[src/rtl/cpu_run_ctrl_if.sv]
// Run-controller bus: host-side start/abort, per-core halt inputs, and the
// reset/run/status outputs of the sequencer.
interface cpu_run_ctrl_if #(
    parameter int N_CORES = 1,
    parameter int CNT_W   = 32
);
    logic               start;
    logic               abort;
    logic [N_CORES-1:0] halt_i;
    logic               core_rst;
    logic               run;
    logic               done;
    logic               timeout;
    logic [CNT_W-1:0]   cycle_cnt;
    logic [N_CORES-1:0] halted;

    // The sequencer itself.
    modport master (
        input  start, abort, halt_i,
        output core_rst, run, done, timeout, cycle_cnt, halted
    );

    // Host / cores side.
    modport slave (
        output start, abort, halt_i,
        input  core_rst, run, done, timeout, cycle_cnt, halted
    );
endinterface

[src/rtl/cpu_run_ctrl.sv]
// cpu_run_ctrl: synthesizable run sequencer for one or more CPU cores.
// Holds the cores in reset for RST_HOLD cycles after start, lets them run
// while counting cycles, and stops on all-core halt or on the cycle limit.
module cpu_run_ctrl #(
    parameter int N_CORES    = 1,
    parameter int RST_HOLD   = 2,
    parameter int MAX_CYCLES = 100,
    parameter int CNT_W      = 32
) (
    input  logic           clk,
    input  logic           rst,
    cpu_run_ctrl_if.master bus
);
    localparam int                HOLD_W    = (RST_HOLD > 1) ? $clog2(RST_HOLD) : 1;
    localparam logic [HOLD_W-1:0] HOLD_LOAD = HOLD_W'(RST_HOLD - 1);
    localparam bit                TMO_EN    = (MAX_CYCLES != 0);
    // Limit is detected one count early so the terminating increment lands on MAX_CYCLES.
    localparam logic [CNT_W-1:0]  LIMIT_M1  = CNT_W'(MAX_CYCLES - 1);

    if (CNT_W < 32 && 64'(MAX_CYCLES) >= (64'd1 << CNT_W)) begin : g_bad_max
        $error("cpu_run_ctrl: MAX_CYCLES does not fit in CNT_W bits");
    end
    if (RST_HOLD < 1) begin : g_bad_hold
        $error("cpu_run_ctrl: RST_HOLD must be at least 1");
    end

    typedef enum logic [2:0] {
        S_IDLE,
        S_RESET,
        S_RUN,
        S_DONE,
        S_TMO
    } state_t;

    state_t             state_q;
    logic [HOLD_W-1:0]  hold_q;
    logic [CNT_W-1:0]   cnt_q;
    logic [CNT_W-1:0]   cnt_d;
    logic [N_CORES-1:0] halted_q;
    logic [N_CORES-1:0] halted_d;
    logic               core_rst_q;
    logic               run_q;
    logic               done_q;
    logic               tmo_q;

    function automatic logic [CNT_W-1:0] sat_inc(input logic [CNT_W-1:0] v);
        return (&v) ? v : v + CNT_W'(1);
    endfunction

    // Candidate RUN-phase accumulator values; committed only while running.
    always_comb begin
        halted_d = halted_q | bus.halt_i;
        cnt_d    = sat_inc(cnt_q);
    end

    // Sequencer FSM with all outputs registered alongside the state.
    always_ff @(posedge clk or negedge rst) begin
        if (!rst) begin
            state_q    <= S_IDLE;
            hold_q     <= '0;
            cnt_q      <= '0;
            halted_q   <= '0;
            core_rst_q <= 1'b1;
            run_q      <= 1'b0;
            done_q     <= 1'b0;
            tmo_q      <= 1'b0;
        end else if (bus.abort) begin
            // Counters stay as they are so the aborted run can be inspected.
            state_q    <= S_IDLE;
            core_rst_q <= 1'b1;
            run_q      <= 1'b0;
            done_q     <= 1'b0;
            tmo_q      <= 1'b0;
        end else begin
            case (state_q)
                S_IDLE, S_DONE, S_TMO: begin
                    if (bus.start) begin
                        state_q    <= S_RESET;
                        hold_q     <= HOLD_LOAD;
                        cnt_q      <= '0;
                        halted_q   <= '0;
                        core_rst_q <= 1'b1;
                        run_q      <= 1'b0;
                        done_q     <= 1'b0;
                        tmo_q      <= 1'b0;
                    end
                end
                S_RESET: begin
                    if (hold_q == '0) begin
                        state_q    <= S_RUN;
                        core_rst_q <= 1'b0;
                        run_q      <= 1'b1;
                    end else begin
                        hold_q <= hold_q - HOLD_W'(1);
                    end
                end
                S_RUN: begin
                    halted_q <= halted_d;
                    cnt_q    <= cnt_d;
                    // All-halt takes precedence over the limit on the same cycle.
                    if (&halted_d) begin
                        state_q    <= S_DONE;
                        core_rst_q <= 1'b1;
                        run_q      <= 1'b0;
                        done_q     <= 1'b1;
                    end else if (TMO_EN && cnt_q == LIMIT_M1) begin
                        state_q    <= S_TMO;
                        core_rst_q <= 1'b1;
                        run_q      <= 1'b0;
                        tmo_q      <= 1'b1;
                    end
                end
                default: begin
                    state_q    <= S_IDLE;
                    core_rst_q <= 1'b1;
                    run_q      <= 1'b0;
                    done_q     <= 1'b0;
                    tmo_q      <= 1'b0;
                end
            endcase
        end
    end

    assign bus.core_rst  = core_rst_q;
    assign bus.run       = run_q;
    assign bus.done      = done_q;
    assign bus.timeout   = tmo_q;
    assign bus.cycle_cnt = cnt_q;
    assign bus.halted    = halted_q;
endmodule

[src/flat_wrapper.sv]
// flat-port wrapper written by rule: the top's interface ports become plain ports
module cpu_run_ctrl_flat 
#(
    parameter int N_CORES    = 1,
    parameter int RST_HOLD   = 2,
    parameter int MAX_CYCLES = 100,
    parameter int CNT_W      = 32
)
  (clk, rst, bus_start, bus_abort, bus_halt_i, bus_core_rst, bus_run, bus_done, bus_timeout, bus_cycle_cnt, bus_halted);
  cpu_run_ctrl_if #(.N_CORES(N_CORES), .CNT_W(CNT_W)) bus_i ();
  input  logic clk;
  input  logic rst;
  input wire logic [$bits(bus_i.start)-1:0] bus_start;
  input wire logic [$bits(bus_i.abort)-1:0] bus_abort;
  input wire logic [$bits(bus_i.halt_i)-1:0] bus_halt_i;
  output wire logic [$bits(bus_i.core_rst)-1:0] bus_core_rst;
  output wire logic [$bits(bus_i.run)-1:0] bus_run;
  output wire logic [$bits(bus_i.done)-1:0] bus_done;
  output wire logic [$bits(bus_i.timeout)-1:0] bus_timeout;
  output wire logic [$bits(bus_i.cycle_cnt)-1:0] bus_cycle_cnt;
  output wire logic [$bits(bus_i.halted)-1:0] bus_halted;
  assign bus_i.start = bus_start;
  assign bus_i.abort = bus_abort;
  assign bus_i.halt_i = bus_halt_i;
  assign bus_core_rst = bus_i.core_rst;
  assign bus_run = bus_i.run;
  assign bus_done = bus_i.done;
  assign bus_timeout = bus_i.timeout;
  assign bus_cycle_cnt = bus_i.cycle_cnt;
  assign bus_halted = bus_i.halted;
  cpu_run_ctrl #(.N_CORES(N_CORES), .RST_HOLD(RST_HOLD), .MAX_CYCLES(MAX_CYCLES), .CNT_W(CNT_W)) u_core (.clk(clk), .rst(rst), .bus(bus_i));
endmodule
[config.mk]
export PLATFORM = sky130hd
export DESIGN_NAME = cpu_run_ctrl_flat
export DESIGN_NICKNAME = d
export VERILOG_FILES = /design/src/rtl/cpu_run_ctrl_if.sv /design/src/rtl/cpu_run_ctrl.sv /design/src/flat_wrapper.sv
export SDC_FILE = /design/constraint.sdc
export NUM_CORES = 1
export LEC_CHECK = 0
export BUFFER_PORTS_ARGS = -buffer_cell sky130_fd_sc_hd__buf_2
export CAP_MARGIN = 10
export CORE_MARGIN = 2
export CORE_UTILIZATION = 61
export DETAILED_ROUTE_END_ITERATION = 10
export PLACE_DENSITY_LB_ADDON = 0.3
export RECOVER_POWER = 50
export SETUP_SLACK_MARGIN = 0.4
export SLEW_MARGIN = 20
export SYNTH_ARGS = -nofsm -noshare
export SYNTH_HDL_FRONTEND = slang
export SYNTH_SLANG_ARGS = --single-unit
[constraint.sdc]
create_clock -name clk -period 6.4 [get_ports clk]
set_clock_uncertainty 0.2 [all_clocks]
set_input_delay 0.64 -clock clk [delete_from_list [all_inputs] [get_ports clk]]
set_output_delay 0.64 -clock clk [all_outputs]
set_load 0.1 [all_outputs]
After elaboration in Yosys (flattened, before gate mapping). Cells that the tools add are included. W data, S select, Z words.

Output and inout port bits: 37. Bits in registers: 41.

Bitwise operators: 2. Eq/ne operators: 14. Add/sub/neg operators: 2. Reductions and logical operators: 11. Mux-type cells: 30.

Operators with widths (number): $mux W32 (2); $pmux W32 S2 (1); $add A32 B1 Y32 const B (1); $eq A32 B7 Y1 const B (1); $reduce_and A32 Y1 (1); $mux W1 (15); $mux W3 (5); $pmux W1 S3 (4); $reduce_and A3 Y1 (4); $ne A3 B3 Y1 const B (3); $pmux W3 S3 (1); $reduce_and A4 Y1 (2); $eq A3 B2 Y1 const B (2); $ne A2 B2 Y1 const B (3); $ne A3 B2 Y1 const B (2); $ne A4 B2 Y1 const B (1); $pmux W1 S2 (2); $reduce_bool A2 Y1 (2); $eq A3 B1 Y1 const B (1); $eq A3 B3 Y1 const B (1); $logic_not A3 Y1 (1); $reduce_or A3 Y1 (1); $not A1 Y1 (1); $or A1 B1 Y1 (1); $sub A1 B1 Y1 const B (1).

Depth between registers and ports, before layout. Gate-level depths: netlist (run 1).

Depth in word-level cells: 5. Mapped depth: 8. Mapped depth without buffers: 6.

Worst setup path after synthesis (run 1). OpenSTA, ideal clock, no wires.

Path type: register -> register. Start: register u_core.cnt_q[0], in the netlist u_core.bus.cycle_cnt[0]. End: register u_core.cnt_q[18], in the netlist u_core.bus.cycle_cnt[18]. Buffers on the path: 1. Setup time: 0.166 ns. Data arrival time: 2.549 ns. Slack: 3.485 ns. Stages on the path, launching flop included: 8. Required time: 6.034 ns. Path through: dfrtp_1 > ha_1 > nand3_2 > nor4_1 > nand4_2 > nand2_2 > buf_6 > o41ai_1.

Longest elaborated chain between the ends: 3. Elaborated cells on any way between the ends: 6. Classes of those cells: add/sub: 1; eq/ne: 1; mux: 2; reduce/logical: 2.

Ends and longest elaborated chain: start, declared (line cpu_run_ctrl.sv:37) `logic [CNT_W-1:0] cnt_q;`; start signal, assigned (line cpu_run_ctrl.sv:99) `cnt_q <= cnt_d;`; $add A32 B1 Y32 or $reduce_and A32 Y1 (tied branches) (line cpu_run_ctrl.sv:47) `return (&v) ? v : v + CNT_W'(1);`; $mux W32 or $ne A2 B2 Y1 (tied branches); $pmux W32 S2 or $reduce_and A4 Y1 (tied branches).

Several ways; a longest one is shown, not always the timed one. The select of a mux whose other input is x is not followed. A chain may end at the register's enable or synchronous reset.

Worst setup path in the final report (run 1).
Start: register u_core.cnt_q[8], in the netlist u_core.bus.cycle_cnt[8]. End: register u_core.cnt_q[22], in the netlist u_core.bus.cycle_cnt[22].

Same word-level chain as after synthesis.

==> results of run 1 <==
state kept, by name, indices dropped and copies added (netlist names):
| name | count |
|---|---|
| u_core.bus.core_rst | 1 |
| u_core.bus.cycle_cnt | 32 |
| u_core.bus.done | 1 |
| u_core.bus.halted | 1 |
| u_core.bus.run | 1 |
| u_core.bus.timeout | 1 |
| u_core.hold_q | 1 |
| u_core.state_q | 3 |
placed cells by master (no fill, tap or decap), types with 11 or more instances in the layout:
cell type and count:
nor2_1 17, o31ai_1 28, clkbuf_1 18, nand4_1 20, dfrtp_1 40, o21ai_0 21, a21oi_1 11, a31oi_1 16
buf_2 23, nand3_1 20, nand2_1 22
cell families (layout without fill, tap and decap cells):
| logic type | after synthesis | in the layout | synth area share (%) |
|---|---|---|---|
| simple gates | 122 | 122 | 26.9 |
| compound gates | 100 | 100 | 26.4 |
| flops | 41 | 41 | 40.2 |
| buf+inv | 30 | 56 | 5.98 |
| fa+ha+maj | 1 | 1 | 0.490 |
metrics by stage:
stage               hold slack (ns)  setup slack, ns  total power [mW]  cells  util, %
finish                        0.299             3.34             0.962    370     69.8
global placement              0.268             3.52             0.737    362     67.3
CTS                           0.290             3.37             0.966    370     70.3
global route                  0.329             3.07              1.01    370     69.8
floorplan                     0.144             3.49             0.675    294        -
detailed placement            0.272             3.38             0.746    362     67.3
layer usage:
layer	vias to the layer above	share of wire (%)
met3	13	7.1
met2	115	47
met1	1208	44
met4	0	1.5
met5	-	0
li1	1198	-
layout make-up:
cell class / instances / area (sq um)
clock buffer: 6 / 82.6
fill: 336 / 1210
timing repair buffer: 41 / 183
tap: 50 / 62.6
clock inverter: 2 / 37.5
inverter: 7 / 26.3
sequential: 41 / 1030
multi-input combinational: 223 / 1370
power by group through the flow:
stage          clock network (mW)  registers (mW)  logic (mW)
6_report                    0.221           0.339       0.402
3_3_place_gp                    0           0.338       0.399
4_1_cts                     0.224           0.336       0.405
5_1_grt                     0.235           0.346       0.433
3_5_place_dp                    0           0.341       0.404
2_1_floorplan                   0           0.479       0.197
path summary, 6_finish.rpt:
kind,start,endpoint,cells past startpoint
min in group asynchronous,rst,u_core.bus.cycle_cnt[27],1
max in group asynchronous,rst,u_core.bus.cycle_cnt[21],1
worst max-delay path,u_core.bus.cycle_cnt[8],u_core.bus.cycle_cnt[22],5
worst max register to register,u_core.bus.cycle_cnt[8],u_core.bus.cycle_cnt[22],5
worst min-delay path,u_core.bus.timeout,u_core.bus.timeout,1
worst min register to register,u_core.bus.timeout,u_core.bus.timeout,1
==> results.md, run 1 <==
* CP endpoint kind: flop
* Core Area at 4000 sq um
* Asr flop ratio synth at between 90% and 100%
* Design internal power at about 0.51 mW
* Area grow syn2layout at 9.36%
* Ys Warns at 0
* Site Rows at 23
* Vias in the first global route at roughly 2300
* Top cells by area, synth: dfrtp_1 39%, o31ai_1 8.2%, nand4_1 4.9%
* # diodes at 0
* Largest net degree at the start of global routing at between 40 and 50
* Max Fclk at around 330 MHz
* Final period utilization at 47.8%
* Detailed Route WL at approximately 6.6 mm
* GR met1 Demand/Resource at between 40 and 50%
* Placed Instance Area at between 2000 and 3000 sq um
* Routed WL per cell at approximately 18 um
* Part of the power in registers at 35.2%
* Relative slew margins at -44.4%
* Power Density at 345 nW/um^2
* RSZ-0062 raised after global routing: false
* Layout cells sized above 1 at between 10% and 20%
* Die height at between 60 and 70 um
* Die area at around 4700 sq um
* Leak pwr at around 1.2 nW
* Post-route ant nets at 0
* Post-cts resize count at 0
* GR Util All Layers at 30.6%
* Met3 Use GR at ~6%
* Vias at ~2500
* Logic pwr share at between 40% and 50%
* Total CTS buffers at 5
* Clk buf depth at 2
* NetSw at roughly 0.46 mW
* Vias per cell at around 6.8
* M2 GR Usage at approximately 48%
* Clock transition at path regs at 0.08 ns
* DP HPWL at around 4.3 mm
* First-pass GRT wire length at roughly 11 mm
* H-tree depth at 2
* TritonCTS clock tree: yes
* Iteration-0 DRC count of the detailed router at approximately 330
* Final setup vio count at 0
* Ys flop type: dfrtp_1
* I/O Buffers at 41
* Critical Path RT at ~6.4 ns
* # IOs at 42
* GRT Residual Overflow at 0
* Buf/Inv on CP at 0
* Yosys cell types at between 40 and 50
* Count of final max-slew check failures at 42
* MaxCap Viol Count at 1
* Yosys top cell area share at about two fifths
* Synth top cells by count: 40 x dfrtp_1, 28 x o31ai_1, 22 x nand2_1
* Setup TNS at 0 ns
* CP Launch Type: flop
* Hold Fails Final Rpt at 0
* Hold Path Class: reg2reg
* Sequential cell area fraction in the yosys report at roughly two fifths
* Syn Inst Count at slightly below 300
* CTS hold repair buffers at 0
* Starting Density at a little under two thirds
* CP peak stage delay at about 0.96 ns
* Status: finished with violations
* CP delay by family, top: simple AND/OR/NAND/NOR gates
* Final non-filler cell area at around 2800 sq um
* DRC at 0
* Layout net count at 325
* Sw Ratio at a little under half
* Tmin final at approximately 3.1 ns
* Internal reg-to-reg setup slack at around 3.3 ns
* Clock sinks at roughly 40
* Worst Path Max Fanout at 29
* Post-CTS setup buffer count at 0
* Critical path class: reg2reg
* WP data arrival at between 3 and 4 ns
* Post-synth top area cell: dfrtp_1
* Cell with the largest stage delay on the worst path: and3_1
* RD Place Congestion at between 0.8 and 0.9
* Syn nets at 300
* Synth Area per Inst at 8.68 sq um
* Worst path cell trace: nand3_1, nor4_4, and3_1, nor2_1, a31oi_1
* Global route hottest layer: met2
* Top-count cell post-synth: dfrtp_1
* Mapped Area at 2550 sq um
* Clock share of power at a little under a quarter
* Post-synth EDFFs at 0
* DR pass1 iterations at 5
* Clk Latency, worst-skew pair at around 0.3 ns
* Failing checks: capacitance limit, slew limit
* Seq cells post-synth at roughly 40
* VDD IR-drop max at 0.381 mV
* Worst Tran Pin Value at ~2.2 ns
* Initial antenna violation count at 0
* Root Driver: clkbuf_8
* Die Wd at 68.7 um
Power figures use the tool's default switching activity.
==> inputs of run 2 (changes only) <==
- CORE_UTILIZATION: 61 -> 51
- clock period: 6.4 -> 2.75 ns (I/O delays scaled with it)
==> run 2 against run 1 <==
Effect of this change:
- the flow now finishes without violations
- flip-flop and latch count is the same
- cell count rose by 7.0%
- setup slack lost 2.8 ns
- sequential power grew 130%
- core utilization fell by 8.6 points
- die area is 18% higher
- cell area grew 4.9%
- total power is 120% higher
==> results.md, run 2 (synthesized netlist as in run 1, its figures left out) <==
* Final period utilization at 80.2% (was 47.8%)
* Worst Min Path Start: bus_halt_i (was u_core.bus.timeout)
* Relative slew margins at 20.8% (was -44.4%)
* Worst path setup slack after routing at 0.545 ns (was 3.34 ns)
* Max Fclk at 453 MHz (was 327 MHz)
* Total length of routed met2 wires at 3.19 mm (was 3.08 mm)
* Clock share of power at 17.8% (was 23.0%)
* Layout cells sized above 1 at 18.5% (was 12.2%)
* Place WS at 0.411 ns (was 3.38 ns)
* Area of the multi-input gates at 1420 sq um (was 1370 sq um)
* WP data arrival at 2.16 ns (was 3.08 ns)
* GRT Residual Overflow at 0 (unchanged)
* Tmin final at 2.21 ns (was 3.06 ns)
* Post-route ant nets at 0 (unchanged)
* CP endpoint kind: flop (unchanged)
* Part of the power in registers at 36.8% (was 35.2%)
* Count of final max-slew check failures at 0 (was 42)
* First-pass GRT wire length at 11.3 mm (was 10.9 mm)
* Critical Path RT at 2.71 ns (was 6.42 ns)
* Max layer used: met4 (unchanged)
* Status: finished, final reports clean (was finished with violations)
* I/O Buffers at 41 (unchanged)
* Worst Path Max Fanout at 15 (was 29)
* DP HPWL at 4.74 mm (was 4.30 mm)
* Clk Latency, worst-skew pair at 0.30 ns (about the same)
* # diodes at 0 (unchanged)
* GR Util All Layers at 26.4% (was 30.6%)
* Core Area at 4790 sq um (was 4000 sq um)
* Critical path class: reg2reg (unchanged)
* Logic pwr share at 45.4% (was 41.7%)
* Hold Path Class: in2reg (was reg2reg)
* Sw Ratio at 49.1% (was 47.4%)
* Root Driver: clkbuf_8 (unchanged)
* MaxCap Viol Count at 0 (was 1)
* Largest net degree at the start of global routing at 42 (unchanged)
* Most frequent cells in the layout: 39 x clkbuf_1, 28 x o31ai_1, 23 x dfrtp_2 (was 40 x dfrtp_1, 28 x o31ai_1, 23 x buf_2)
* Vias in the first global route at 2351 (was 2309)
* Vias at 2632 (was 2534)
* NetSw at 1.06 mW (was 0.456 mW)
* Max FFs per register at 32 (unchanged)
* Final non-filler cell area at 2930 sq um (was 2790 sq um)
* Die height at 74.7 um (was 68.7 um)
* Design internal power at 1.10 mW (was 0.506 mW)
* Commonest non-fill, non-tap cell in the layout: clkbuf_1 (was dfrtp_1)
* Routed WL per cell at 17.5 um (was 17.8 um)
* Site Rows at 25 (was 23)
* Power Density at 739 nW/um^2 (was 345 nW/um^2)
* Setup TNS at 0 ns (unchanged)
* RR Startpoint: u_core.state_q[0] (was u_core.bus.cycle_cnt[8])
* Starting Density at 53.3% (was 63.8%)
* DRC at 0 (unchanged)
* Clock transition at path regs at 0.08 ns (about the same)
* Hold Fails Final Rpt at 0 (unchanged)
* Initial antenna violation count at 0 (unchanged)
* Clock sinks at 41 (unchanged)
* TritonCTS clock tree: yes (unchanged)
* Placed Instance Area at 2860 sq um (was 2690 sq um)
* Clk buf depth at 2 (unchanged)
* Fillers at 437 (was 336)
* Met3 routed wirelength at 439 um (was 467 um)
* Leak pwr at 1.11 nW (was 1.19 nW)
* RD Place Congestion at 0.915 (was 0.875)
* Vias per cell at 6.65 (was 6.85)
* CP Launch Type: flop (unchanged)
* Die area at 5590 sq um (was 4720 sq um)
* # IOs at 42 (unchanged)
* Detailed Route WL at 6.91 mm (was 6.57 mm)
* VDD IR-drop max at 0.803 mV (was 0.381 mV)
* Critical path startpoint: u_core.state_q[0] (was u_core.bus.cycle_cnt[8])
* Core Util, Final at 61.2% (was 69.8%)
* H-tree depth at 2 (unchanged)
* Register area at 1080 sq um (was 1030 sq um)
* Layout net count at 334 (was 325)
* RSZ-0062 raised after global routing: true (was false)
* Iteration-0 DRC count of the detailed router at 255 (was 327)
* Worst Tran Pin Value at 1.19 ns (was 2.17 ns)
* Die Wd at 74.7 um (was 68.7 um)
* Area grow syn2layout at 14.8% (was 9.36%)
* Total CTS buffers at 5 (unchanged)
* Routed length on met1 at 3.15 mm (was 2.93 mm)
* Fin Hold WS at 0.0689 ns (was 0.299 ns)
* DR pass1 iterations at 5 (unchanged)
* Final setup vio count at 0 (unchanged)
run 2: area by class of cell:
class | count | area share [%]
Clock buffer | 8 | 2.73
Inverter | 7 | 0.897
Multi-Input combinational cell | 223 | 48.6
Sequential cell | 41 | 37.0
Tap cell | 67 | 2.86
Timing Repair Buffer | 50 | 7.99
run 2: layer usage:
metal	global-route usage (%)	vias to the layer above
met1	38.9	1284
met3	3.21	14
met5	0	-
li1	-	1210
met2	38.9	124
met4	11.7	0
run 2: worst paths after layout:
| kind | end | depth (start not counted) | slack (ns) |
|---|---|---|---|
| min in group asynchronous | u_core.bus.cycle_cnt[8] | 2 | 0.49 |
| max reg2reg | u_core.bus.cycle_cnt[2] | 6 | 0.54 |
| min reg2reg | u_core.bus.timeout | 1 | 0.29 |
| max in group asynchronous | u_core.bus.cycle_cnt[22] | 2 | 1.12 |
| max | u_core.bus.cycle_cnt[2] | 6 | 0.54 |
| min | u_core.bus.halted | 3 | 0.07 |
run 2: what timing repair did:
item | 4_1_cts | 5_1_grt
setup endpoints to repair | 1 | 19
resized for setup | 1 | 5
setup buffers | 0 | 0
hold buffers | 1 | 0
hold endpoints to repair | 40 | 0
pin swaps | 0 | 1
run 2: critical path, cell delays in order, from the launching register on:
cell	delay [ns]
dfrtp_1	0.51
nor2_1	0.19
a32o_1	0.28
nand2_2	0.24
buf_4	0.28
o31ai_1	0.22
o21ai_0	0.14
run 2: power by group through the flow:
stage	combinational (mW)	sequential (mW)	clock, mW
floorplan	0.458	1.13	0
global placement	0.963	0.797	0
detailed placement	0.976	0.803	0
CTS	0.987	0.792	0.392
global route	1.05	0.813	0.408
finish	0.983	0.796	0.386
run 2: per-stage QoR:
| stage | total power [mW] | instances |
|---|---|---|
| CTS | 2.17 | 396 |
| global route | 2.27 | 396 |
| detailed placement | 1.78 | 387 |
| floorplan | 1.59 | 294 |
| finish | 2.16 | 396 |
| global placement | 1.76 | 387 |
